<file path="config.mk">
export PLATFORM = sky130hd
export DESIGN_NAME = sha256_compress
export DESIGN_NICKNAME = d
export VERILOG_FILES = /design/src/rtl/sha256_pkg.sv /design/src/rtl/sha256_round_fn.sv /design/src/rtl/sha256_compress.sv
export SDC_FILE = /design/constraint.sdc
export NUM_CORES = 2
export LEC_CHECK = 0
export ABC_CLOCK_PERIOD_IN_PS = 19400
export BUFFER_PORTS_ARGS = -buffer_cell sky130_fd_sc_hd__clkbuf_2
export CAP_MARGIN = 10
export CORE_MARGIN = 2
export CORE_UTILIZATION = 58
export CTS_CLUSTER_DIAMETER = 200
export DETAILED_ROUTE_END_ITERATION = 7
export PLACE_DENSITY = 0.77
export SLEW_MARGIN = 15
export SYNTH_ARGS = -nofsm -noshare
export SYNTH_HDL_FRONTEND = slang
export SYNTH_SLANG_ARGS = --single-unit
</file>
<file path="constraint.sdc">
create_clock -name clk -period 19.4 [get_ports clk]
set_input_delay 0 -clock clk [delete_from_list [all_inputs] [get_ports clk]]
set_output_delay 0 -clock clk [all_outputs]
set_load 0.03 [all_outputs]
</file>
<file path="src/rtl/sha256_pkg.sv">
// Shared SHA-256 constants, FSM state type and round helper functions
// used by the compression core and its round datapath.
package sha256_pkg;

  typedef enum logic [1:0] {
    IDLE  = 2'd0,
    LOAD  = 2'd1,
    ROUND = 2'd2,
    FINAL = 2'd3
  } state_t;

  localparam logic [31:0] K [0:63] = '{
    32'h428a2f98, 32'h71374491, 32'hb5c0fbcf, 32'he9b5dba5,
    32'h3956c25b, 32'h59f111f1, 32'h923f82a4, 32'hab1c5ed5,
    32'hd807aa98, 32'h12835b01, 32'h243185be, 32'h550c7dc3,
    32'h72be5d74, 32'h80deb1fe, 32'h9bdc06a7, 32'hc19bf174,
    32'he49b69c1, 32'hefbe4786, 32'h0fc19dc6, 32'h240ca1cc,
    32'h2de92c6f, 32'h4a7484aa, 32'h5cb0a9dc, 32'h76f988da,
    32'h983e5152, 32'ha831c66d, 32'hb00327c8, 32'hbf597fc7,
    32'hc6e00bf3, 32'hd5a79147, 32'h06ca6351, 32'h14292967,
    32'h27b70a85, 32'h2e1b2138, 32'h4d2c6dfc, 32'h53380d13,
    32'h650a7354, 32'h766a0abb, 32'h81c2c92e, 32'h92722c85,
    32'ha2bfe8a1, 32'ha81a664b, 32'hc24b8b70, 32'hc76c51a3,
    32'hd192e819, 32'hd6990624, 32'hf40e3585, 32'h106aa070,
    32'h19a4c116, 32'h1e376c08, 32'h2748774c, 32'h34b0bcb5,
    32'h391c0cb3, 32'h4ed8aa4a, 32'h5b9cca4f, 32'h682e6ff3,
    32'h748f82ee, 32'h78a5636f, 32'h84c87814, 32'h8cc70208,
    32'h90befffa, 32'ha4506ceb, 32'hbef9a3f7, 32'hc67178f2
  };

  localparam logic [31:0] IV [0:7] = '{
    32'h6a09e667, 32'hbb67ae85, 32'h3c6ef372, 32'ha54ff53a,
    32'h510e527f, 32'h9b05688c, 32'h1f83d9ab, 32'h5be0cd19
  };

  function automatic logic [31:0] rotr(input logic [31:0] x, input int unsigned n);
    return (x >> n) | (x << (32 - n));
  endfunction

  function automatic logic [31:0] big_sigma0(input logic [31:0] x);
    return rotr(x, 2) ^ rotr(x, 13) ^ rotr(x, 22);
  endfunction

  function automatic logic [31:0] big_sigma1(input logic [31:0] x);
    return rotr(x, 6) ^ rotr(x, 11) ^ rotr(x, 25);
  endfunction

  function automatic logic [31:0] ch(input logic [31:0] e, input logic [31:0] f,
                                     input logic [31:0] g);
    return (e & f) ^ (~e & g);
  endfunction

  function automatic logic [31:0] maj(input logic [31:0] a, input logic [31:0] b,
                                      input logic [31:0] c);
    return (a & b) ^ (a & c) ^ (b & c);
  endfunction

endpackage

</file>
<file path="src/rtl/sha256_round_fn.sv">
// One combinational SHA-256 round: maps working variables a..h plus K_t and
// W_t to the next a..h. All sums wrap modulo 2^32.
module sha256_round_fn
  import sha256_pkg::*;
(
  input  logic [31:0] i_a,
  input  logic [31:0] i_b,
  input  logic [31:0] i_c,
  input  logic [31:0] i_d,
  input  logic [31:0] i_e,
  input  logic [31:0] i_f,
  input  logic [31:0] i_g,
  input  logic [31:0] i_h,
  input  logic [31:0] i_k,
  input  logic [31:0] i_w,
  output logic [31:0] o_a,
  output logic [31:0] o_b,
  output logic [31:0] o_c,
  output logic [31:0] o_d,
  output logic [31:0] o_e,
  output logic [31:0] o_f,
  output logic [31:0] o_g,
  output logic [31:0] o_h
);

  logic [31:0] w_t1;
  logic [31:0] w_t2;

  assign w_t1 = i_h + big_sigma1(i_e) + ch(i_e, i_f, i_g) + i_k + i_w;
  assign w_t2 = big_sigma0(i_a) + maj(i_a, i_b, i_c);

  assign o_a = w_t1 + w_t2;
  assign o_b = i_a;
  assign o_c = i_b;
  assign o_d = i_c;
  assign o_e = i_d + w_t1;
  assign o_f = i_e;
  assign o_g = i_f;
  assign o_h = i_g;

endmodule

</file>
<file path="src/rtl/sha256_compress.sv">
// SHA-256 compression core: consumes W_0..W_63, runs 64 rounds and folds the
// result into the chaining state H, which is always visible on digest.
module sha256_compress
  import sha256_pkg::*;
(
  input  logic         clk,
  input  logic         rst,
  input  logic         init_hash,
  input  logic         blk_start,
  input  logic [31:0]  w_in,
  input  logic         w_valid,
  output logic         w_ready,
  output logic [5:0]   round_idx,
  output logic         busy,
  output logic         blk_done,
  output logic [255:0] digest
);

  // Handshake: a word moves on a rising edge where w_valid && w_ready; w_ready
  // is high exactly in ROUND, and a low w_valid there holds every register.
  state_t      r_state;
  state_t      w_next;
  logic [5:0]  r_t;
  logic [31:0] r_v  [0:7];
  logic [31:0] r_hs [0:7];
  logic        r_blk_done;
  logic [31:0] w_nv [0:7];
  logic        w_xfer;

  assign w_xfer    = (r_state == ROUND) && w_valid;
  assign w_ready   = (r_state == ROUND);
  assign busy      = (r_state != IDLE);
  assign round_idx = r_t;
  assign blk_done  = r_blk_done;
  assign digest    = {r_hs[0], r_hs[1], r_hs[2], r_hs[3],
                      r_hs[4], r_hs[5], r_hs[6], r_hs[7]};

  sha256_round_fn u_round (
    .i_a (r_v[0]), .i_b (r_v[1]), .i_c (r_v[2]), .i_d (r_v[3]),
    .i_e (r_v[4]), .i_f (r_v[5]), .i_g (r_v[6]), .i_h (r_v[7]),
    .i_k (K[r_t]), .i_w (w_in),
    .o_a (w_nv[0]), .o_b (w_nv[1]), .o_c (w_nv[2]), .o_d (w_nv[3]),
    .o_e (w_nv[4]), .o_f (w_nv[5]), .o_g (w_nv[6]), .o_h (w_nv[7])
  );

  always_ff @(posedge clk) begin
    if (!rst) r_state <= IDLE;
    else      r_state <= w_next;
  end

  always_comb begin
    w_next = r_state;
    unique case (r_state)
      IDLE:    if (blk_start) w_next = LOAD;
      LOAD:    w_next = ROUND;
      ROUND:   if (w_xfer && (r_t == 6'd63)) w_next = FINAL;
      FINAL:   w_next = IDLE;
      default: w_next = IDLE;
    endcase
  end

  // init_hash and blk_start in the same IDLE cycle: H takes IV now, and LOAD
  // reads it on the following edge.
  always_ff @(posedge clk) begin
    if (!rst) begin
      r_t        <= '0;
      r_blk_done <= 1'b0;
      for (int i = 0; i < 8; i++) begin
        r_v[i]  <= '0;
        r_hs[i] <= IV[i];
      end
    end else begin
      r_blk_done <= (r_state == FINAL);
      unique case (r_state)
        IDLE: begin
          if (init_hash) begin
            for (int i = 0; i < 8; i++) r_hs[i] <= IV[i];
          end
        end
        LOAD: begin
          r_t <= '0;
          for (int i = 0; i < 8; i++) r_v[i] <= r_hs[i];
        end
        ROUND: begin
          if (w_xfer) begin
            r_t <= r_t + 6'd1;
            for (int i = 0; i < 8; i++) r_v[i] <= w_nv[i];
          end
        end
        FINAL: begin
          for (int i = 0; i < 8; i++) r_hs[i] <= r_hs[i] + r_v[i];
        end
        default: ;
      endcase
    end
  end

endmodule

</file>
==> results.ini <==
[run_status]
status = finished clean

[floorplan]
die_h_um = 280
rows = 101
die-area_mm2 = 0.0784
start_util = 0.584
io_pins = 302
die_width_um = 280
fp.coreArea_mm2 = 0.0757

[global_route]
top_usage_layer = met2
grt_pass1_wl_mm = 230
grt_overflow = 0
use_met3 = 0.0809
grt_usage = 0.392
grt_max_degree = 96
antenna_found_initial = 2
grt_use_met1 = 0.486
grt_pass1_vias = 36900
grtUsageMet2 = 0.624

[timing]
final-setup-viol-count = 0
max-slew-margin-rel = 0.243
skew_ns = 0.0555
hold_viol = 0
final_max_slew_viol_count = 0
tightest_slew_ns = 1.14
setup_tns_ns = 0
rsz0062_at_grt = no
max_clock_freq_mhz = 115
finalCritPeriodShare = 0.450
fin_crit_ns = 8.72

[logic_synthesis]
synth_top_cell_area_share = 0.326
ys_ff_latch = 521
synth.avg_cell_area_um2 = 9.12
synthArstFlopShare = 0
synth.area.top_cells = edfxtp_1 33%, ha_1 11%, fa_1 6.0%
synth_largest_area_cell = edfxtp_1
synth.yosys.seq_area_share = 0.345
synth_cells = 4843
syn_nets = 5386
synth_edf_count = 480
syn-cell-area_mm2 = 0.0442
yosysUniqueCellTypes = 91
synth-main-ff-cell = edfxtp_1
yosys_warnings = 0

[min_path]
hp-class = in -> reg
holdPathStages = 5

[setup_path]
startpoint_type = flop
cp_slowest_cell = dfxtp_1
critPathArrivalTime_ns = 9.21
required_ns = 19.89
worst_r2r_path_depth = 32
path_class = reg -> reg
path_common_cell = nor2_1
endpoint_kind = flop
critical-path-max-stage-delay_ns = 0.73
critPathMaxFanout = 16

[layout]
final_cell_mix = 674 x nand2_1, 480 x edfxtp_1, 373 x ha_1, 371 x o21ai_0, 352 x inv_1
fillers = 6296
fin_nets = 5558
syn_to_final_growth_pct = 9.49
layout-drive-gt1-share = 0.101
layout_commonest_cell = nand2_1

[detailed_routing]
drt_wl_total_mm = 156
ant_nets = 0
drc = 0
drt_iter0_markers = 4541
firstDrtPassIters = 7
wl_per_cell_um = 25.7
via_count = 38500
avgViaCountPerCell = 6.37

[placement]
gp_congestion = 1.01
port_buffers = 301
place_hpwl_mm = 119

[run]
maxCapViolations = 0

[cts]
clk_pin_slew_ns = 0.06
h-tree-depth = 2
clk_latency_ns = 0.67
clock-root-buffer = clkbuf_16
cts_max_path_buffers = 3
clock-sinks = 521
post_cts_buffers = 0
cts_tree = yes
cts_buffers = 60

-- registers in the layout, summed over array words and instances (netlist names) --
register and count:
blk_done 1, r_hs 256, r_state 2, r_v 256, round_idx 6
-- final timing paths --
kind | start | end | slack (ns)
worst max-delay path | round_idx[0]$_SDFFE_PN0P_ | r_v[0][28]$_DFFE_PP_ | 10.68
worst min-delay path | blk_start | r_state[1]$_SDFFE_PN0P_ | 0.37
worst max register to register | round_idx[0]$_SDFFE_PN0P_ | r_v[0][28]$_DFFE_PP_ | 10.68
worst min register to register | r_hs[0][24]$_SDFFE_PP0P_ | r_hs[0][24]$_SDFFE_PP0P_ | 0.53
-- synth_stat cells, types with 48 or more instances --
cell      count
a31oi_1      49
a21o_1      155
edfxtp_1    480
inv_1       353
xnor2_1     252
fa_1        133
ha_1        373
nor2_1      296
o21ai_0     371
xor2_1      163
a21oi_1     317
nor3_1       83
o21bai_1     51
a21boi_0     77
nand2_1     679
nand2b_1     59
clkbuf_1    198
nor2b_1      48
nand3_1      62
-- cell families (layout without fill, tap and decap cells) --
| family | Yosys count | in the layout | share of synthesized area |
|---|---|---|---|
| compound gates | 1360 | 1360 | 0.198 |
| buf+inv | 581 | 804 | 0.0494 |
| simple gates | 1373 | 1373 | 0.136 |
| other cells | 0 | 1 | 0 |
| xor+xnor | 416 | 416 | 0.0828 |
| fa+ha+maj | 526 | 526 | 0.170 |
| flops | 521 | 521 | 0.345 |
| mux | 66 | 66 | 0.0181 |
-- routing by layer --
layer,wire [um],up-vias
li1,-,17500
met1,57500,18300
met2,70300,2178
met3,15900,546
met4,11800,0
met5,0,-
-- repair_timing --
| action | 4_1_cts | 5_1_grt |
|---|---|---|
| hold buffers | 5 | 0 |
| endpoints found under the hold margin | 14 | 0 |
| resized for setup | 0 | 0 |
-- through the flow --
step	util	setup slack [ns]	hold WS [ns]	instances	cell area (um^2)
global placement	0.613	10.93	0.409	5926	46400
floorplan	-	11.64	0.260	4843	44200
CTS	0.639	10.85	0.358	6044	48400
global route	0.639	9.97	0.462	6044	48400
detailed placement	0.613	10.89	0.422	5926	46400
finish	0.639	10.68	0.369	6045	48400
-- critical path: cells and delay by family (launching register included) --
family | cells | cell delay, ns
compound gates | 11 | 2.26
buf+inv | 3 | 0.72
flops | 1 | 0.73
xor+xnor | 1 | 0.46
fa+ha+maj | 5 | 2.24
simple gates | 12 | 2.20
-- area by class of cell --
| cell class | instances | area [um^2] | area share |
|---|---|---|---|
| timing repair buffer | 336 | 1780 | 0.0368 |
| clock inverter | 43 | 382 | 0.00789 |
| tap | 978 | 1220 | 0.0253 |
| multi-input combinational | 3741 | 26800 | 0.555 |
| inverter | 355 | 1340 | 0.0276 |
| clock buffer | 70 | 1560 | 0.0323 |
| antenna | 1 | 2.50 | 0.0000517 |
| sequential | 521 | 15200 | 0.315 |
Power is not shown: default switching activity piles up to over one toggle a cycle in this logic, so the estimate is an artifact.
